## src/rtl/compl_mul_pkg.sv

```systemverilog
// Shared widths and helpers for the complex multiplier.
// Defaults plus full-precision width function.
package compl_mul_pkg;

  localparam int DATA_W_DEF = 18;
  localparam int SHIFT_DEF  = 0;

  function automatic int full_w(input int dw);
    return 2 * dw + 1;
  endfunction

  localparam int FULL_W_DEF = 2 * DATA_W_DEF + 1;
  localparam int OUT_W_DEF  = FULL_W_DEF;

endpackage

```

## src/rtl/compl_mul_rnd_sat.sv

```systemverilog
// Round-half-up by SHIFT LSBs, then clip to OUT_W.
// din: IN_W signed; dout: OUT_W signed; clip: value clipped.
module compl_mul_rnd_sat #(
  parameter int IN_W  = 37,
  parameter int OUT_W = 37,
  parameter int SHIFT = 0
) (
  input  logic [IN_W-1:0]  din,
  output logic [OUT_W-1:0] dout,
  output logic             clip
);

  localparam int W = IN_W + 1;

  logic signed [W-1:0] ext;
  logic signed [W-1:0] rnd;

  // one guard bit so the rounding add cannot wrap
  assign ext = W'($signed(din));

  if (SHIFT > 0) begin : g_rnd
    localparam logic signed [W-1:0] HALF =
      {{(W-1){1'b0}}, 1'b1} << (SHIFT - 1);
    assign rnd = (ext + HALF) >>> SHIFT;
  end else begin : g_pass
    assign rnd = ext;
  end

  if (OUT_W < W) begin : g_sat
    localparam logic signed [W-1:0] MAXV =
      {{(W-OUT_W+1){1'b0}}, {(OUT_W-1){1'b1}}};
    localparam logic signed [W-1:0] MINV = ~MAXV;
    always_comb begin
      clip = 1'b0;
      dout = rnd[OUT_W-1:0];
      if (rnd > MAXV) begin
        clip = 1'b1;
        dout = MAXV[OUT_W-1:0];
      end else if (rnd < MINV) begin
        clip = 1'b1;
        dout = MINV[OUT_W-1:0];
      end
    end
  end else begin : g_ext
    assign dout = OUT_W'(rnd);
    assign clip = 1'b0;
  end

endmodule

```

## src/rtl/compl_mul_pipe.sv

```systemverilog
// 3-stage complex multiplier, a*b or a*conj(b), valid/ready.
// Ports: clk_i, arst_n_i, valid_i/ready_o, a/b/conj in; data/valid_o/ready_i, sat flags out.
module compl_mul_pipe
  import compl_mul_pkg::*;
#(
  parameter int DATA_W = DATA_W_DEF,
  parameter int OUT_W  = full_w(DATA_W),
  parameter int SHIFT  = SHIFT_DEF
) (
  input  logic              clk_i,
  input  logic              arst_n_i,
  input  logic              valid_i,
  output logic              ready_o,
  input  logic [DATA_W-1:0] data_a_i_i,
  input  logic [DATA_W-1:0] data_a_q_i,
  input  logic [DATA_W-1:0] data_b_i_i,
  input  logic [DATA_W-1:0] data_b_q_i,
  input  logic              conj_i,
  output logic [OUT_W-1:0]  data_i_o,
  output logic [OUT_W-1:0]  data_q_o,
  output logic              valid_o,
  input  logic              ready_i,
  output logic              sat_o,
  output logic              sat_sticky_o,
  input  logic              clr_i
);

  localparam int PW = 2 * DATA_W;
  localparam int FW = full_w(DATA_W);

  logic en;
  logic v1, v2;
  logic c1, c2;
  logic signed [DATA_W-1:0] a_i, a_q, b_i, b_q;
  logic signed [PW-1:0] p_ii, p_qq, p_iq, p_qi;
  logic signed [FW-1:0] e_ii, e_qq, e_iq, e_qi;
  logic signed [FW-1:0] sum_i, sum_q;
  logic [OUT_W-1:0] r_i, r_q;
  logic clip_i, clip_q;
  logic sat_set;

  assign en      = !valid_o || ready_i;
  assign ready_o = en;

  assign e_ii = FW'(p_ii);
  assign e_qq = FW'(p_qq);
  assign e_iq = FW'(p_iq);
  assign e_qi = FW'(p_qi);

  always_comb begin
    sum_i = e_ii - e_qq;
    sum_q = e_iq + e_qi;
    if (c2) begin
      sum_i = e_ii + e_qq;
      sum_q = e_qi - e_iq;
    end
  end

  compl_mul_rnd_sat #(
    .IN_W (FW),
    .OUT_W(OUT_W),
    .SHIFT(SHIFT)
  ) u_rs_i (
    .din (sum_i),
    .dout(r_i),
    .clip(clip_i)
  );

  compl_mul_rnd_sat #(
    .IN_W (FW),
    .OUT_W(OUT_W),
    .SHIFT(SHIFT)
  ) u_rs_q (
    .din (sum_q),
    .dout(r_q),
    .clip(clip_q)
  );

  // sticky rises together with the sat_o word it reports
  assign sat_set = en && v2 && (clip_i || clip_q);

  always_ff @(posedge clk_i or negedge arst_n_i) begin
    if (!arst_n_i) begin
      v1       <= 1'b0;
      v2       <= 1'b0;
      valid_o  <= 1'b0;
      c1       <= 1'b0;
      c2       <= 1'b0;
      a_i      <= '0;
      a_q      <= '0;
      b_i      <= '0;
      b_q      <= '0;
      p_ii     <= '0;
      p_qq     <= '0;
      p_iq     <= '0;
      p_qi     <= '0;
      data_i_o <= '0;
      data_q_o <= '0;
      sat_o    <= 1'b0;
    end else if (en) begin
      v1       <= valid_i;
      c1       <= conj_i;
      a_i      <= data_a_i_i;
      a_q      <= data_a_q_i;
      b_i      <= data_b_i_i;
      b_q      <= data_b_q_i;
      v2       <= v1;
      c2       <= c1;
      p_ii     <= PW'(a_i) * PW'(b_i);
      p_qq     <= PW'(a_q) * PW'(b_q);
      p_iq     <= PW'(a_i) * PW'(b_q);
      p_qi     <= PW'(a_q) * PW'(b_i);
      valid_o  <= v2;
      data_i_o <= r_i;
      data_q_o <= r_q;
      sat_o    <= v2 && (clip_i || clip_q);
    end
  end

  always_ff @(posedge clk_i or negedge arst_n_i) begin
    if (!arst_n_i) begin
      sat_sticky_o <= 1'b0;
    end else begin
      sat_sticky_o <= sat_set || (sat_sticky_o && !clr_i);
    end
  end

endmodule

```

## config.mk

```make
export PLATFORM = sky130hd
export DESIGN_NAME = compl_mul_pipe
export DESIGN_NICKNAME = d
export VERILOG_FILES = /design/src/rtl/compl_mul_pkg.sv /design/src/rtl/compl_mul_rnd_sat.sv /design/src/rtl/compl_mul_pipe.sv
export SDC_FILE = /design/constraint.sdc
export NUM_CORES = 2
export LEC_CHECK = 0
export CAP_MARGIN = 20
export CELL_PAD_IN_SITES_DETAIL_PLACEMENT = 1
export CELL_PAD_IN_SITES_GLOBAL_PLACEMENT = 1
export CORE_MARGIN = 2
export CORE_UTILIZATION = 51
export DETAILED_ROUTE_END_ITERATION = 10
export PLACE_DENSITY_LB_ADDON = 0.12
export SYNTH_ARGS = -nofsm -noshare
export SYNTH_HDL_FRONTEND = slang
export SYNTH_SLANG_ARGS = --single-unit
```

## constraint.sdc

```tcl
create_clock -name clk_i -period 7.02 [get_ports clk_i]
set_input_delay 1.053 -clock clk_i [delete_from_list [all_inputs] [get_ports clk_i]]
set_output_delay 1.053 -clock clk_i [all_outputs]
set_load 0.02 [all_outputs]
```

==> metrics.txt <==
Slew @ Worst Pin 843.2 ps; Most Frequent Cell on Critical Path fa_1; final hold violations 0; Primary FF master, synth dfrtp_1; core area 125400 um^2; Clock Sinks 297; largest net degree at the start of global routing 129; Post-DP Area 68940 um^2; syn avg cell area 8.806 um^2; Syn-to-layout area delta 9.583%; Avg WL per Cell 21.60 um; I/O Buffers 155; hold_buf cts 0; total die area 129000 um^2; flop2flop setup slack 280 ps; outcome completed; share of cells above drive strength 1 0.05370; pins over their slew limit 0; setup TNS 0 ps; H-tree depth 2; first-pass GRT wire length 313800 um; CP Capture Type flop; via count 49530; drt pass-1 iters 5; # setup viols final 0; residual DRC count 0; antenna violations before repair 7; Syn Nets 9152; FF-to-FF End p_iq[32]$_DFFE_PN0N_; Post-Syn Instances 7308; Clock transition at path regs 60 ps; DIE WIDTH 359.2 um; GRT Total Usage 0.3114; Synth top area share 0.4100; slowest CP cell fa_1; WL final 195800 um; clock buffer depth 3; 1st-iter DRT viols 2751; WP data arrival 7240 ps; Via density 5.464; WP data required 7520 ps; Min-Delay Path Class in -> async; Critical Path Source Type flop; # nets final 9223; Initial Util 0.5131; CP max stage delay 540 ps; count of flip-flops with a built-in enable after synthesis 0; CTS root buf clkbuf_16; area leader, netlist fa_1; gr ovfl total 0; unique cell type count in the Yosys netlist 82; total of max-cap violations 0; gpl congestion 0.9000; Routed Antenna Nets 0; final worst path period share 0.9600; CTS tree done; Yosys reg bits 297; sequential fraction of the synthesis area 0.1155; die height 359.2 um; Worst-Skew Late Latency 630 ps; R2R cell count 21; Synth area leaders fa_1 (41%), dfrtp_1 (12%), inv_1 (9.0%), ha_1 (8.7%), nand2_1 (7.0%); Cell Area, Synth 64350 um^2; crit-path cells buf_12 -> nand2_1 -> fa_1 -> fa_1 -> fa_1 -> inv_1 -> fa_1 -> fa_1 -> inv_1 -> fa_1 -> inv_1 -> ha_1 -> and3_1 -> a31oi_1 -> a21boi_0 -> o31ai_2 -> a31oi_1 -> o21ai_0 -> o31a_1 -> o2111a_1 -> or3_1; async set-or-reset flop fraction in the synthesized netlist 1.000; RSZ-0062 raised after global routing no; Max Clk Rate 148.4 MHz; post-route cell area 70520 um^2; CP Max Fanout 37; hpwl dp 162600 um; CP Class reg -> reg; Syn. warnings 0; num rows 130; CTS buffer count 43; fin crit period 6739 ps; number of global-route vias before repair 55690; IO Pins 156; Setup Skew 19.62 ps; Max-slew headroom 0.4379; Reg-to-Reg Start b_q[3]$_DFFE_PN0N_
[per-stage QoR]
step	setup WS [ps]	util	hold WS, ps	instances
3_3_place_gp	198.7	0.5497	442.8	8984
6_report	280.7	0.5623	422.6	9064
4_1_cts	53.95	0.5616	426.0	9062
3_5_place_dp	90.14	0.5497	460.1	8984
5_1_grt	10.37	0.5623	458.4	9062
2_1_floorplan	609.8	-	430.0	7308
[layer usage]
layer,track usage,share of wire
met1,0.4191,0.42
met2,0.5219,0.49
met3,0.03728,0.050
met4,0.1090,0.039
met5,0,0.000061
[area by class of cell]
cell class                      count  area [um^2]
Multi-Input combinational cell   5080        49730
Timing Repair Buffer              415         3979
Clock buffer                       59         1239
Antenna cell                        2        5.005
Inverter                         1542         5796
Tap cell                         1650         2064
Fill cell                       14620        54890
Sequential cell                   297         7456
Clock inverter                     19        251.5
[Yosys cell counts, types with 22 or more instances]
| cell type | number |
|---|---|
| nor2_1 | 271 |
| clkbuf_1 | 369 |
| nand3_1 | 48 |
| xor2_1 | 97 |
| a21o_1 | 88 |
| a21oi_1 | 256 |
| o21ai_0 | 182 |
| or3_1 | 22 |
| fa_1 | 1318 |
| xnor2_1 | 161 |
| nand2b_1 | 50 |
| a211oi_1 | 27 |
| o21a_1 | 25 |
| inv_1 | 1540 |
| o21bai_1 | 27 |
| a31oi_1 | 39 |
| dfrtp_1 | 297 |
| and2_1 | 494 |
| ha_1 | 448 |
| nor3_1 | 59 |
| nor2b_1 | 26 |
| nand2_1 | 1204 |
[sequential cells by signal (all words and copies together), names as in the netlist, 36 cells and up]
signal / count
data_i_o: 37
data_q_o: 37
p_iq: 36
p_qi: 36
p_ii: 36
p_qq: 36
[worst max-delay path: cells and delay by family, from the launching register on]
family | cells | cell delay (ps)
fa+ha+maj | 7 | 3410
compound gates | 7 | 1720
simple gates | 3 | 680
buf+inv | 4 | 390
flops | 1 | 370
[cells by family after synthesis]
family / Yosys count / share of synthesized area
buf+inv: 1931 / 0.1127
compound gates: 767 / 0.07423
xor+xnor: 258 / 0.03511
flops: 297 / 0.1155
simple gates: 2281 / 0.1641
mux: 8 / 0.001322
fa+ha+maj: 1766 / 0.4971
[timing repair]
| action | 4_1_cts | 5_1_grt |
|---|---|---|
| gates resized for setup | 0 | 36 |
| setup endpoints to repair | 0 | 33 |
| buffers inserted | 0 | 0 |
[how the worst max path moves through the flow]
stage | depth (start not counted) | from | end | slack (ps)
5_1_grt | 23 | b_q[0]$_DFFE_PN0N_ | p_qq[35]$_DFFE_PN0N_ | 10
3_5_place_dp | 24 | b_q[7]$_DFFE_PN0N_ | p_qq[35]$_DFFE_PN0N_ | 90
6_report | 21 | b_q[3]$_DFFE_PN0N_ | p_iq[32]$_DFFE_PN0N_ | 280
2_1_floorplan | 24 | b_q[9]$_DFFE_PN0N_ | p_iq[32]$_DFFE_PN0N_ | 610
3_3_place_gp | 22 | a_q[16]$_DFFE_PN0N_ | p_qi[31]$_DFFE_PN0N_ | 200
4_1_cts | 24 | b_q[7]$_DFFE_PN0N_ | p_qq[35]$_DFFE_PN0N_ | 50
[cell usage in the layout (no fill, tap or decap), types with 9 or more instances in the layout]
cell type / netlist / routed
nor4_1: 11 / 11
o31a_1: 11 / 11
xor2_1: 97 / 97
nor2b_1: 26 / 25
a211oi_1: 27 / 27
dfrtp_2: 0 / 16
o21a_1: 25 / 25
nand3_1: 48 / 48
and3_1: 21 / 21
clkdlybuf4s50_1: 0 / 154
nor3_1: 59 / 58
clkbuf_16: 0 / 45
fa_1: 1318 / 1315
nand2b_1: 50 / 50
nor2_1: 271 / 271
o21ai_0: 182 / 178
or2_2: 9 / 9
nand4_1: 20 / 20
xnor2_1: 161 / 161
buf_12: 0 / 37
o211ai_1: 12 / 12
and2_1: 494 / 494
a21o_1: 88 / 88
buf_4: 0 / 221
ha_1: 448 / 448
dfrtp_1: 297 / 280
inv_1: 1540 / 1539
o21bai_1: 27 / 27
a31oi_1: 39 / 38
or3_1: 22 / 22
o31ai_1: 19 / 16
a21oi_1: 256 / 254
nand2_1: 1204 / 1204
Power is left out: the tool's default activity adds up to more than one toggle a clock period on the data nets, which glitch-free logic cannot reach.
